File: src/rtl/simd_inst_fetch.sv
// Instruction fetch and in-order commit tracking between the SIMD driver and the ALU.
// Optional build macro: SIMD_INST_PARITY_EN adds an even-parity bit per instruction word.
module simd_inst_fetch #(
  parameter int N_INST    = 16,
  parameter int INST_W    = 32,
  parameter int WBW       = 32,
  parameter int VDIM      = 6,
  parameter int MAX_WARP  = 16,
  parameter int N_PENDING = 4,
  localparam int PC_BW    = $clog2(N_INST + 1),
  localparam int WID_BW   = $clog2(MAX_WARP),
  localparam int OFS_W    = WBW * VDIM
) (
  input  logic              i_clk,
  input  logic              i_rst_n,
  input  logic              i_cfg_we,
  input  logic [PC_BW-1:0]  i_cfg_addr,
  input  logic [INST_W-1:0] i_cfg_inst,
  input  logic              inst_rdy,
  output logic              inst_ack,
  input  logic [PC_BW-1:0]  i_pc,
  input  logic [WID_BW-1:0] i_warpid,
  input  logic [OFS_W-1:0]  i_bofs,
  input  logic [OFS_W-1:0]  i_aofs,
  output logic              alu_rdy,
  input  logic              alu_ack,
  output logic [INST_W-1:0] o_inst,
  output logic [PC_BW-1:0]  o_pc,
  output logic [WID_BW-1:0] o_warpid,
  output logic [OFS_W-1:0]  o_bofs,
  output logic [OFS_W-1:0]  o_aofs,
  input  logic              wb_dval,
  output logic              inst_commit_dval,
  output logic [WID_BW-1:0] o_commit_warpid,
  output logic              o_err
);

  localparam int AW = (N_INST > 1) ? $clog2(N_INST) : 1;
  localparam int PW = (N_PENDING > 1) ? $clog2(N_PENDING) : 1;
  localparam int CW = $clog2(N_PENDING + 1);
  localparam logic [PC_BW-1:0] N_INST_L    = PC_BW'(N_INST);
  localparam logic [CW:0]      N_PENDING_L = (CW + 1)'(N_PENDING);
  localparam logic [PW-1:0]    LAST_PTR    = PW'(N_PENDING - 1);

  logic [INST_W-1:0] mem [N_INST];
`ifdef SIMD_INST_PARITY_EN
  logic              mem_par [N_INST];
`endif

  logic [WID_BW-1:0] fifo_mem [N_PENDING];
  logic [PW-1:0]     wr_ptr, rd_ptr;
  logic [CW-1:0]     count;
  logic [CW:0]       occupancy;

  logic              busy, cfg_ok, cfg_busy_err;
  logic              pc_ok, parity_bad;
  logic [INST_W-1:0] fetch_word;
  logic              push, pop, underflow;

  function automatic logic [PW-1:0] next_ptr(input logic [PW-1:0] p);
    return (p == LAST_PTR) ? '0 : p + 1'b1;
  endfunction

  // The output register always holds a reserved FIFO slot, so push can never overflow.
  assign occupancy = {1'b0, count} + {{CW{1'b0}}, alu_rdy};
  assign inst_ack  = i_rst_n && inst_rdy && (!alu_rdy || alu_ack) && (occupancy < N_PENDING_L);

  assign busy         = alu_rdy || (count != '0);
  assign cfg_ok       = i_cfg_we && !busy && (i_cfg_addr < N_INST_L);
  assign cfg_busy_err = i_cfg_we && busy;

  assign pc_ok      = (i_pc < N_INST_L);
  assign fetch_word = pc_ok ? mem[i_pc[AW-1:0]] : '0;
`ifdef SIMD_INST_PARITY_EN
  assign parity_bad = pc_ok && ((^fetch_word) != mem_par[i_pc[AW-1:0]]);
`else
  assign parity_bad = 1'b0;
`endif

  assign push      = alu_rdy && alu_ack;
  assign pop       = wb_dval && (count != '0);
  assign underflow = wb_dval && (count == '0);

  // NOTE: storage arrays carry no reset; occupancy/valid state guards every read.
  always_ff @(posedge i_clk) begin
    if (cfg_ok) begin
      mem[i_cfg_addr[AW-1:0]] <= i_cfg_inst;
`ifdef SIMD_INST_PARITY_EN
      mem_par[i_cfg_addr[AW-1:0]] <= ^i_cfg_inst;
`endif
    end
    if (push) fifo_mem[wr_ptr] <= o_warpid;
  end

  always_ff @(posedge i_clk) begin
    if (!i_rst_n) begin
      alu_rdy          <= 1'b0;
      o_inst           <= '0;
      o_pc             <= '0;
      o_warpid         <= '0;
      o_bofs           <= '0;
      o_aofs           <= '0;
      wr_ptr           <= '0;
      rd_ptr           <= '0;
      count            <= '0;
      inst_commit_dval <= 1'b0;
      o_commit_warpid  <= '0;
      o_err            <= 1'b0;
    end else begin
      if (inst_ack) begin
        alu_rdy  <= 1'b1;
        o_inst   <= fetch_word;
        o_pc     <= i_pc;
        o_warpid <= i_warpid;
        o_bofs   <= i_bofs;
        o_aofs   <= i_aofs;
      end else if (alu_ack) begin
        alu_rdy <= 1'b0;
      end

      if (push) wr_ptr <= next_ptr(wr_ptr);
      if (pop)  rd_ptr <= next_ptr(rd_ptr);
      case ({push, pop})
        2'b10:   count <= count + 1'b1;
        2'b01:   count <= count - 1'b1;
        default: count <= count;
      endcase

      inst_commit_dval <= pop;
      if (pop) o_commit_warpid <= fifo_mem[rd_ptr];

      if ((inst_ack && (!pc_ok || parity_bad)) || underflow || cfg_busy_err)
        o_err <= 1'b1;
    end
  end

endmodule

File: config.mk
export PLATFORM = sky130hd
export DESIGN_NAME = simd_inst_fetch
export DESIGN_NICKNAME = d
export VERILOG_FILES = /design/src/rtl/simd_inst_fetch.sv
export SDC_FILE = /design/constraint.sdc
export NUM_CORES = 1
export LEC_CHECK = 0
export CORE_ASPECT_RATIO = 0.75
export CORE_UTILIZATION = 25
export DETAILED_ROUTE_END_ITERATION = 16
export PLACE_DENSITY = 0.53
export SKIP_CTS_REPAIR_TIMING = 1
export SYNTH_ARGS = -nofsm -noshare
export SYNTH_HDL_FRONTEND = slang
export SYNTH_SLANG_ARGS = --single-unit
File: constraint.sdc
create_clock -name i_clk -period 5.6 [get_ports i_clk]
set_input_delay 1.12 -clock i_clk [delete_from_list [all_inputs] [get_ports i_clk]]
set_output_delay 1.12 -clock i_clk [all_outputs]
set_load 0.05 [all_outputs]
## Word level (Yosys, flattened, before mapping)

Memory sizes are Yosys's and may differ from the RTL's. A register that Yosys moved wholly into a read port is not among the register bits.
Index checks and enable logic that the tools add are counted.

| operators by class | value |
|---|---|
| reduce and logical (&&, ||, !) cells | 22 |
| muxes and demuxes | 10 |
| bitwise gates (word level) | 0 |
| $mul | 0 |
| shifts and indexed selects | 0 |
| $add $sub $neg | 5 |
| divide/modulo/power cells | 0 |
| equal/unequal tests | 4 |
| $lt $le $gt $ge | 3 |

Operator list:

| cell | count |
|---|---|
| $mux 32 | 1 |
| $logic_and 1x1->1 | 10 |
| $lt 5x5->1 const B | 2 |
| $eq 2x2->1 const B | 3 |
| $mux 1 | 6 |
| $pmux 3 s2 | 1 |
| $add 2x1->2 const B | 2 |
| $add 3x1->4 | 1 |
| $logic_not 1->1 | 4 |
| $logic_or 1x1->1 | 4 |
| $lt 4x3->1 const B | 1 |
| $mux 2 | 2 |
| $reduce_bool 2->1 | 2 |
| $add 3x1->3 const B | 1 |
| $logic_not 3->1 | 1 |
| $reduce_bool 3->1 | 1 |
| $sub 3x1->3 const B | 1 |
| $eq 2x1->1 const B | 1 |

| storage, ports and cells | value |
|---|---|
| word-level logic and storage cells | 57 |
| input bits | 436 |
| bits in writable memories | 528 |
| output and inout bits | 433 |
| bits in latches | 0 |
| bits in registers | 435 |
| memory bits (read-only) | 0 |
| memories | 2 |

Memories:

| name | depth | width | read ports | clocked after Yosys merged registers in | wr ports | line | text |
|---|---|---|---|---|---|---|---|
| mem | 16 | 32 | 1 | 0 | 1 | 45 | `logic [INST_W-1:0] mem [N_INST];` |
| fifo_mem | 4 | 4 | 1 | 1 | 1 | 50 | `logic [WID_BW-1:0] fifo_mem [N_PENDING];` |

## Depth between registers and ports, before layout

| logic depth | value |
|---|---|
| word-level depth | 7 |
| gate-level depth with buffers | 8 |

## Worst setup path after synthesis

OpenSTA, ideal clock, no wires.

| timing | value |
|---|---|
| kind | input port to flip-flop |
| from | in i_cfg_addr[4] |
| to | mem mem[12][0], enable pin |
| data required time | 5139 ps |
| stages | 4 |
| path buffers | 0 |
| setup slack | 1297 ps |
| arrival time | 3842 ps |
| path through | nor2_1 > nand4_1 > or2_2 > nor3_1 |

| between the ends | value |
|---|---|
| word-level cells in the longest chain between the ends | 4 |

RTL lines:

| what | line | text |
|---|---|---|
| from (decl) | 17 | `input logic [PC_BW-1:0] i_cfg_addr,` |
| $lt 5x5->1 | 69 | `assign cfg_ok = i_cfg_we && !busy && (i_cfg_addr < N_INST_L);` |
| $logic_and 1x1->1 | 69 |  |
| $mux 1 | 86 | `if (cfg_ok) begin` |
| $mux 1 (not written as such) | 87 | `mem[i_cfg_addr[AW-1:0]] <= i_cfg_inst;` |
| to (decl) | 45 |  |

No other way between the ends.

## Worst setup path in the final report

| timing | value |
|---|---|
| from | in alu_ack |
| to | out inst_ack |

| between the ends | value |
|---|---|
| word-level cells in the longest chain between the ends | 3 |

RTL lines:

| what | line | text |
|---|---|---|
| from (decl) | 26 | `input logic alu_ack,` |
| $logic_or 1x1->1 | 66 | `assign inst_ack = i_rst_n && inst_rdy && (!alu_rdy \|\| alu_ack) && (occupancy < N_PENDING_L);` |
| $logic_and 1x1->1 (2 in a row) | 66 |  |
| to (decl) | 20 | `output logic inst_ack,` |

No other way between the ends.

==> results summary <==
The die width came out at 434 um. The depth of the most critical reg-to-reg path is 5. The number of violations of the max-capacitance limit is 0. The part of the power in combinational logic is 0.171. Measured on the finished design, the core utilization comes to 0.356. The initial DRC count is 1960. The number of placement rows is 118. The post-synthesis async set-or-reset flop share came out at 0.

Buffers placed on the I/O ports in this run total 868. The tightest hold margin came out at 0.452 ns. The synthesis-to-layout area growth came out at 40.8%.

The finished layout holds 5478 standard cells, fillers aside. The worst setup path is launched from an input port. The placement-stage cell area came out at 0.0457 sq mm. The overall fraction of global-route tracks in use came out at 0.203. The H-tree depth came out at 3. The number of placed instances, taps included is 5260. The cell count after synthesis is 2681. The leakage power came out at 16.7 nW. Data on the critical path arrives at its endpoint at 3.36 ns. The share of the Yosys chip area taken by registers is 0.703. The floorplan step defined a die boundary enclosing 0.142 sq mm. After clock tree synthesis, the clock-pin slew on the worst setup and hold paths is 0.06 ns.

The insertion delay of the later-clocked pin in the worst-skew pair came out at 0.77 ns. The origin of the critical flop-to-flop path is count[0]. The share of total power in the clock network came out at 0.392. For this run, the leading register cell type out of synthesis is edfxtp_1. Setup repair after global routing left no endpoint under its margin. The flow ran to the end, and the final reports show no timing, DRC or antenna violations. The tree built by TritonCTS fans out to 967 sinks. Dividing the detail-routed via count by the number of cells gives 4.51. The CTS root buffer is clkbuf_16.

The slew of the pin with the lowest slew margin came out at 1.13 ns. The worst setup path is captured at a primary output. The first element of the critical path is alu_ack. The overall routed net length came out at 149 mm. The netlist area before placement is 0.0351 sq mm. The final-layout setup total negative slack came out at 0 ns. The final-report hold violation count is 0. Counting flops and latches in the post-synthesis netlist gives 967.

The number of nets with antenna violations after detailed routing is 0. The area share of the largest cell type after synthesis is 0.452. For this design the ratio of total power to cell area is 372 mW/mm^2. The max-slew violation total from the final report is 0. With fillers left out, the area of the finished cells amounts to 0.0494 sq mm. The setup slack of the most critical reg-to-reg path came out at 2.58 ns. The post-route clock period utilization came out at 0.800. The final setup skew is 0.0716 ns.

The count of TritonRoute iterations in the first routing pass is 5. The commonest cells after synthesis are nand2_1, edfxtp_1, dfxtp_1. The number of buffers created by CTS came out at 102. Dividing the detail-routed wire length by the instance count gives 27.2 um. The switching power as a share of total power is 0.295. The post-detailed-placement half-perimeter wirelength came out at 106 mm.

The top fanout value on the critical path came out at 21. The minimum period implied by the final worst setup slack is 4.48 ns. The initial standard-cell utilization of the core came out at 0.253. The dominant cell by count in the synthesized netlist is nand2_1. The first-pass GRT wire length came out at 199 mm. The internal power contribution came out at 13.0 mW. The relative contribution of sequential cells to total power came out at 0.436. The final critical-path setup slack came out at 1.12 ns. The largest net degree at the start of global routing came out at 185.

The layout cell share with drive strength beyond 1 came out at 0.108. The core region is 0.139 sq mm. The worst hold path belongs to the class reg2reg. The warning count from the yosys run came out at 0.

The number of global-route vias before repair is 23700. The required time of the critical path came out at 4.48 ns. The maximum vdd drop came out at 0.264 mV.

The synthesized design spends more area on one cell type than any other, namely edfxtp_1. The routed layout has 24700 vias. The achievable frequency came out at 0.223 GHz. The distinct cell type count after synthesis is 37. The net count after synthesis is 3124. TritonCTS built the clock tree. In this run the critical register-to-register path is captured at mem[3][28]. By area the synthesized netlist is led by edfxtp_1, dfxtp_1, nand2_1.

The maximum number of buffers from clock root to sink came out at 3. The minimum setup slack after placement came out at 1.05 ns. The number of endpoints failing setup at the final stage is 0. The last weighted congestion value of the routability-driven placer is 0.908. The I/O pin total came out at 869. The worst pin sits at a relative slew slack of 0.249. The vertical die dimension is 326 um.

A synthesized cell averages 13.1 sq um. The start-to-end type of the worst setup path is in2out. The initial antenna violation count was 62. In the routed design, unresolved DRC markers number 0.

For this run the aggregate overflow at the end of global routing stands at 0. The number of flops mapped to enable cells by yosys is 528. For this design the total switching power over the nets is 5.42 mW. The final total power is 18.4 mW. In this run the worst setup path terminates at inst_ack.

The number of nets in the layout came out at 3947.
[critical path, cell delays in order]
cell and delay [ns]:
clkdlybuf4s50_1 0.61, a21bo_2 0.31, a21o_4 0.39, nor2_1 0.58
buf_4 0.32
[power groups by stage]
| stage | Combinational, mW | Sequential, mW | Clock (mW) |
|---|---|---|---|
| 3_3_place_gp | 3.16 | 8.17 | 0 |
| 6_report | 3.15 | 8.03 | 7.21 |
| 5_1_grt | 3.32 | 8.06 | 7.71 |
| 2_1_floorplan | 0.871 | 9.02 | 0 |
| 4_1_cts | 3.17 | 8.02 | 7.42 |
| 3_5_place_dp | 3.16 | 8.17 | 0 |
[area by class of cell]
type	instances	area [sq um]
antenna	24	60.1
multi-input combinational	1526	9690
clock buffer	136	2830
fill	13500	89300
sequential	967	24600
clock inverter	58	754
timing repair buffer	902	9050
inverter	5	26.3
tap	1860	2330
[metal layers]
layer,share of wire,track usage
met3,0.10,0.0875
met4,0.035,0.0816
met5,0.00040,0
met1,0.41,0.255
met2,0.45,0.307
[state kept, by name, summed over array words and instances (netlist names)]
| name | cells |
|---|---|
| rd_ptr | 2 |
| o_bofs | 192 |
| o_pc | 5 |
| mem | 512 |
| fifo_mem | 16 |
| alu_rdy | 1 |
| count | 3 |
| o_inst | 32 |
| o_aofs | 192 |
| inst_commit_dval | 1 |
| wr_ptr | 2 |
| o_warpid | 4 |
| o_commit_warpid | 4 |
| o_err | 1 |
[logic make-up after synthesis]
kind of cell,share of synthesized area
buffers and inverters,0.0247
AOI/OAI and AO/OA,0.0722
and+or+nand+nor,0.0921
xor gates and xnor gates,0.000500
adders and majority gates,0.00271
muxes,0.105
DFF,0.703
[cell usage in the layout (no fill, tap or decap), types with 2 or more instances in the layout]
cell	netlist	layout
clkbuf_16	0	102
clkinv_1	0	8
clkbuf_1	99	18
a21oi_1	404	404
clkinv_4	0	2
a32oi_1	32	32
o21ai_1	32	32
buf_4	7	27
bufinv_16	0	11
nand2b_1	5	5
nor2_1	18	6
buf_6	3	2
clkdlybuf4s50_1	0	864
or2_2	2	2
buf_12	2	8
dfxtp_1	439	439
nor3_2	0	4
inv_1	5	4
ha_1	6	6
diode_2	0	24
clkinv_2	0	20
clkinvlp_4	0	9
mux4_1	6	6
mux2i_1	33	33
nor3_1	6	2
mux2_2	32	32
or3_1	3	3
edfxtp_1	528	528
nand2_1	803	803
and3_1	4	4
nor2_4	0	12
clkinv_16	0	6
clkbuf_8	0	16
mux4_2	126	126
o21ai_0	2	2
[how the worst min path moves through the flow]
| stage | from | to | slack (ns) | depth (start not counted) |
|---|---|---|---|---|
| floorplan | wr_ptr[1] | wr_ptr[1] | 0.47 | 2 |
| global placement | o_bofs[73] | o_bofs[73] | 0.44 | 2 |
| detailed placement | o_bofs[60] | o_bofs[60] | 0.45 | 2 |
| CTS | o_bofs[60] | o_bofs[60] | 0.46 | 2 |
| global route | o_aofs[166] | o_aofs[166] | 0.47 | 2 |
| finish | o_bofs[87] | o_bofs[87] | 0.45 | 2 |
Power figures use the tool's default switching activity.
